<file path="src/rtl/if_id_pipe_stage.sv">
// IF->ID pipeline register with valid/ready handshake, 2-entry skid buffer,
// flush bubble insertion and saturating stall/flush event counters.
module if_id_pipe_stage #(
  parameter int unsigned            ADDR_W       = 32,
  parameter int unsigned            INST_W       = 32,
  parameter logic [INST_W-1:0]      NOP_INST     = INST_W'(32'h0000_0013),
  parameter bit                     FLUSH_BUBBLE = 1'b1,
  parameter int unsigned            CNT_W        = 16
) (
  input  logic              clk,
  input  logic              rst_n,
  input  logic              in_valid_i,
  output logic              in_ready_o,
  input  logic [ADDR_W-1:0] in_addr_i,
  input  logic [INST_W-1:0] in_inst_i,
  output logic              out_valid_o,
  input  logic              out_ready_i,
  output logic [ADDR_W-1:0] out_addr_o,
  output logic [INST_W-1:0] out_inst_o,
  input  logic              stall_i,
  input  logic              flush_i,
  input  logic              cnt_clr_i,
  output logic [CNT_W-1:0]  stall_cnt_o,
  output logic [CNT_W-1:0]  flush_cnt_o
);

  typedef struct packed {
    logic [ADDR_W-1:0] addr;
    logic [INST_W-1:0] inst;
  } entry_t;

  // Encoding is {out_valid, skid_valid}; 2'b01 is unreachable by construction.
  typedef enum logic [1:0] {
    EMPTY = 2'b00,
    ONE   = 2'b10,
    FULL  = 2'b11
  } state_e;

  localparam entry_t BUBBLE = '{addr: '0, inst: NOP_INST};

  state_e             state_q, state_d;
  entry_t             main_q, main_d;
  entry_t             skid_q, skid_d;
  logic [CNT_W-1:0]   stall_cnt_q, stall_cnt_d;
  logic [CNT_W-1:0]   flush_cnt_q, flush_cnt_d;

  logic   out_valid;
  logic   skid_valid;
  logic   acc_in;
  logic   acc_out;
  entry_t in_entry;

  assign out_valid  = state_q[1];
  assign skid_valid = state_q[0];
  assign in_entry   = '{addr: in_addr_i, inst: in_inst_i};
  assign acc_in     = in_valid_i & ~skid_valid;
  assign acc_out    = out_valid & out_ready_i & ~stall_i;

  // in_ready comes straight from a register bit: no path from out_ready/stall.
  assign in_ready_o  = ~skid_valid;
  assign out_valid_o = out_valid;
  assign out_addr_o  = main_q.addr;
  assign out_inst_o  = main_q.inst;
  assign stall_cnt_o = stall_cnt_q;
  assign flush_cnt_o = flush_cnt_q;

  always_ff @(posedge clk or negedge rst_n) begin
    if (!rst_n) begin
      state_q     <= EMPTY;
      main_q      <= BUBBLE;
      skid_q      <= '0;
      stall_cnt_q <= '0;
      flush_cnt_q <= '0;
    end else begin
      state_q     <= state_d;
      main_q      <= main_d;
      skid_q      <= skid_d;
      stall_cnt_q <= stall_cnt_d;
      flush_cnt_q <= flush_cnt_d;
    end
  end

  // Next-state and datapath; flush overrides stall and any acceptance.
  always_comb begin
    state_d = state_q;
    main_d  = main_q;
    skid_d  = skid_q;
    if (flush_i) begin
      state_d = FLUSH_BUBBLE ? ONE : EMPTY;
      main_d  = BUBBLE;
      skid_d  = '0;
    end else begin
      unique case (state_q)
        EMPTY: begin
          if (acc_in) begin
            state_d = ONE;
            main_d  = in_entry;
          end
        end
        ONE: begin
          if (acc_in && acc_out) begin
            main_d = in_entry;
          end else if (acc_in) begin
            state_d = FULL;
            skid_d  = in_entry;
          end else if (acc_out) begin
            state_d = EMPTY;
          end
        end
        FULL: begin
          if (acc_out) begin
            state_d = ONE;
            main_d  = skid_q;
          end
        end
        default: begin
          state_d = EMPTY;
        end
      endcase
    end
  end

  // Saturating event counters; clear beats increment.
  always_comb begin
    stall_cnt_d = stall_cnt_q;
    flush_cnt_d = flush_cnt_q;
    if (cnt_clr_i) begin
      stall_cnt_d = '0;
      flush_cnt_d = '0;
    end else begin
      if (out_valid && !acc_out && !flush_i && (stall_cnt_q != '1)) begin
        stall_cnt_d = stall_cnt_q + CNT_W'(1);
      end
      if (flush_i && (flush_cnt_q != '1)) begin
        flush_cnt_d = flush_cnt_q + CNT_W'(1);
      end
    end
  end

endmodule

</file>
<file path="config.mk">
export PLATFORM = sky130hd
export DESIGN_NAME = if_id_pipe_stage
export DESIGN_NICKNAME = d
export VERILOG_FILES = /design/src/rtl/if_id_pipe_stage.sv
export SDC_FILE = /design/constraint.sdc
export NUM_CORES = 1
export LEC_CHECK = 0
export CAP_MARGIN = 10
export CORE_MARGIN = 5
export CORE_UTILIZATION = 45
export DETAILED_ROUTE_END_ITERATION = 8
export PLACE_DENSITY = 0.77
export SYNTH_ARGS = -nofsm -noshare
export SYNTH_HDL_FRONTEND = slang
export SYNTH_SLANG_ARGS = --single-unit
</file>
<file path="constraint.sdc">
create_clock -name clk -period 1.9 [get_ports clk]
set_input_delay 0.285 -clock clk [delete_from_list [all_inputs] [get_ports clk]]
set_output_delay 0.285 -clock clk [all_outputs]
set_load 0.1 [all_outputs]
</file>
==> flow_summary.yaml, run 1 <==
route:
  num_vias: 6657
  route.detailed.wl_per_inst_um: 18.1
  antenna_left: 0
  detail_route.drc_violations: 0
  detailedRoute.firstIterationViolations: 408
  drt-pass1-iter-count: 7
  routed_wirelength_um: 22000
  detail_route.vias_per_cell: 5.48
floorplanning:
  fp.dieArea_um2: 20500
  chipWidth_um: 143
  io_pins: 169
  placementRows: 48
  initial_utilization: 0.459
  coreArea_um2: 17400
  fp.dieH_um: 143
place:
  dp_worst_setup_slack_ns: -0.257
  portBuffers: 168
  place.detailed.hpwl_um: 14000
  rd_place_congestion: 0.834
  placedCellCount: 1172
clocking:
  cts_inserted_buffers: 17
  tritoncts: "done"
  clock_insertion_delay_worst_skew_ns: 0.43
  clock_edge_transition_at_the_registers_on_the_reported_setup_and_hold_paths_ns: 0.07
  level_count_of_the_clock_h_tree: 4
  cts_sinks: 162
  ctsRootBufferMaster: "clkbuf_16"
  cts_buffer_depth: 2
power_and_ir_drop:
  leakagePower_nw: 4.83
  ir_worst_vdd_mv: 0.928
  report.power.total_mw: 15.4
  cellInternalPower_mw: 8.83
  seq_power_share: 0.292
  p_sw_mw: 6.55
  swShare: 0.426
  power.share.combinational: 0.454
  power_per_cell_area_nw_per_um2: 1360
  clock_power_share: 0.254
synthesis:
  synth-seq-area-share: 0.510
  synth_area_leaders: "dfrtp_1 50%, mux2_2 9.3%, mux2i_1 8.2%"
  mappedNetlistNets: 857
  synth.yosys.warnings: 0
  area_of_the_mapped_netlist_um2: 7960
  post_synth_num_cell_types: 48
  count_of_flip_flops_with_a_built_in_enable_after_synthesis: 0
  syn-mean-instance-area_um2: 10.2
  synth_cells: 780
  yosys_top_cell_by_area: "dfrtp_1"
  yosys_register_bits: 162
  synthArstFlopShare: 1.00
  ys_flop_type: "dfrtp_1"
  synth_top_area_share: 0.500
layout:
  area_of_the_multi_input_gates_um2: 3890
  synthToLayoutAreaGrowth_pct: 41.7
  n_fill_cell: 1311
  design.final.nets: 1054
  layout.core_utilization: 0.650
  antenna_cells: 0
  final-instance-count-excl-fill: 1215
  commonest_non_fill_non_tap_cell_in_the_layout: "nand2_1"
  register_area_um2: 4160
  commonest_cells_after_routing_fill_and_taps_aside: "141 x nand2_1, 125 x buf_4, 125 x dfrtp_1"
  post_route_cells_drive_above_1_share: 0.343
global_route:
  maximum_number_of_pins_on_one_net_before_global_route_repair: 54
  grt_pass1_wl_um: 33700
  track_usage: 0.208
  grt_overflow_total: 0
  antenna_found_initial: 0
  first_global_vias: 6470
timing:
  timing.slew.headroom: 0.712
  finalSetupViolations: 64
  rsz0062_at_grt: "yes"
  hold_violations: 0
  final.setup_skew_ns: 0.00901
  worst_pin_slew_ns: 0.428
  report.final.slew_viol_count: 0
  post_layout_worst_setup_margin_ns: -0.123
  setup_total_negative_slack_ns: -6.15
  layout_min_cycle_time_ns: 2.02
  min_period_over_period: 1.06
  fmaxAchievable_mhz: 494
setup_path:
  list_of_cells_traversed_by_the_critical_path: "ha_4 > and4bb_2 > a31oi_4 > o221ai_4 > buf_12 > mux2_2"
  cell_class_contributing_the_biggest_share_of_worst_path_delay: "flip-flops"
  crit_slowest_cell: "dfrtp_4"
  timing.rr.start: "state_q[1]$_DFFE_PN0P_"
  slowest_delay_ns: 0.50
  cp_data_required_time_ns: 2.21
  setup.worst_path.start_class: "flip-flop"
  criticalPathCategory: "flip-flop to flip-flop"
  startpoint: "state_q[1]$_DFFE_PN0P_"
  cp.arrival_ns: 2.33
  crit_path_buf_inv_count: 1
  crit_path_max_fanout: 29
  worst_setup_path_end_kind: "flip-flop"
outcome:
  run_status: "finished, violations left"
  failed_checks: "setup timing"
flow_run:
  max_cap_violations: 0
worst_hold_path:
  min_path_type: "input pin to async pin"
[synthesized netlist by cell type (all sizes together), types with 3 or more instances]
master	n
a211o	3
a211oi	4
a21oi	83
a31oi	3
and3	5
and4	4
buf	21
clkbuf	28
dfrtp	159
dfstp	3
ha	6
inv	7
mux2	71
mux2i	65
nand2	141
nand2b	6
nand3	11
nand4	10
nor2	76
nor2b	10
nor3	4
nor4	7
o21ai	8
o31ai	11
or3	8
or4	11
[through the flow]
stage               hold slack [ns]  area (um2)
detailed placement            0.137       10300
floorplan                   -0.0106        8170
finish                        0.265       11300
global placement              0.140       10300
CTS                           0.258       11000
global route                  0.269       11300
[cells by family after synthesis]
| family | synth area share |
|---|---|
| multiplexers | 0.182 |
| adder cells (fa/ha/maj) | 0.00943 |
| AO/OA/AOI/OAI | 0.0896 |
| AND/OR/NAND/NOR | 0.174 |
| XOR/XNOR | 0.00110 |
| flip-flops | 0.510 |
| buffers and inverters | 0.0343 |
[final timing paths]
path                       depth (start not counted)  slack, ns                         end
setup reg to reg                                   6      -0.12  out_addr_o[23]$_DFFE_PN0P_
hold / removal                                     2       0.27      skid_q[15]$_DFFE_PN0P_
max in group asynchronous                          3       1.07  flush_cnt_o[2]$_DFFE_PN0P_
min in group clk                                   3       0.31      skid_q[60]$_DFFE_PN0P_
hold reg to reg                                    1       0.49   out_inst_o[6]$_DFFE_PN0P_
setup / recovery                                   6      -0.12  out_addr_o[23]$_DFFE_PN0P_
[cell type report]
| type | count | share of cell area |
|---|---|---|
| inverter | 7 | 0.00266 |
| clock buffer | 20 | 0.0387 |
| tap | 225 | 0.0250 |
| multi-input combinational | 562 | 0.345 |
| timing repair buffer | 227 | 0.200 |
| clock inverter | 12 | 0.0205 |
| sequential | 162 | 0.369 |
[routing by layer]
metal	GRT usage	up-vias	routed length (um)
li1	-	3120	-
met1	0.284	3330	9440
met2	0.325	184	10600
met3	0.0606	23	1590
met4	0.0595	0	279
met5	0	-	0
[power by group through the flow]
| stage | clock network, mW | registers, mW | logic, mW |
|---|---|---|---|
| floorplan | 0 | 7.11 | 2.05 |
| global placement | 0 | 4.51 | 6.42 |
| detailed placement | 0 | 4.54 | 6.49 |
| CTS | 3.97 | 4.48 | 6.54 |
| global route | 4.15 | 4.56 | 7.29 |
| finish | 3.91 | 4.49 | 6.98 |
[what timing repair did]
| item | in CTS | in global routing |
|---|---|---|
| cloned | 0 | 6 |
| resized for setup | 4 | 36 |
| hold endpoints to repair | 69 | 0 |
| hold buffers | 1 | 0 |
| pin swaps | 0 | 2 |
| setup endpoints to repair | 66 | 128 |
| setup buffers | 0 | 4 |
[flip-flops by register name, indices dropped and copies added (netlist names)]
register / cells
skid_q: 64
out_addr_o: 32
out_inst_o: 32
flush_cnt_o: 16
stall_cnt_o: 16
state_q: 2
Power figures use the tool's default switching activity.
==> run 2, diff against run 1 <==
- SLEW_MARGIN: not set -> 40
==> results of run 2 <==
The final DEF is identical to that of run 1; final timing and power are the same.
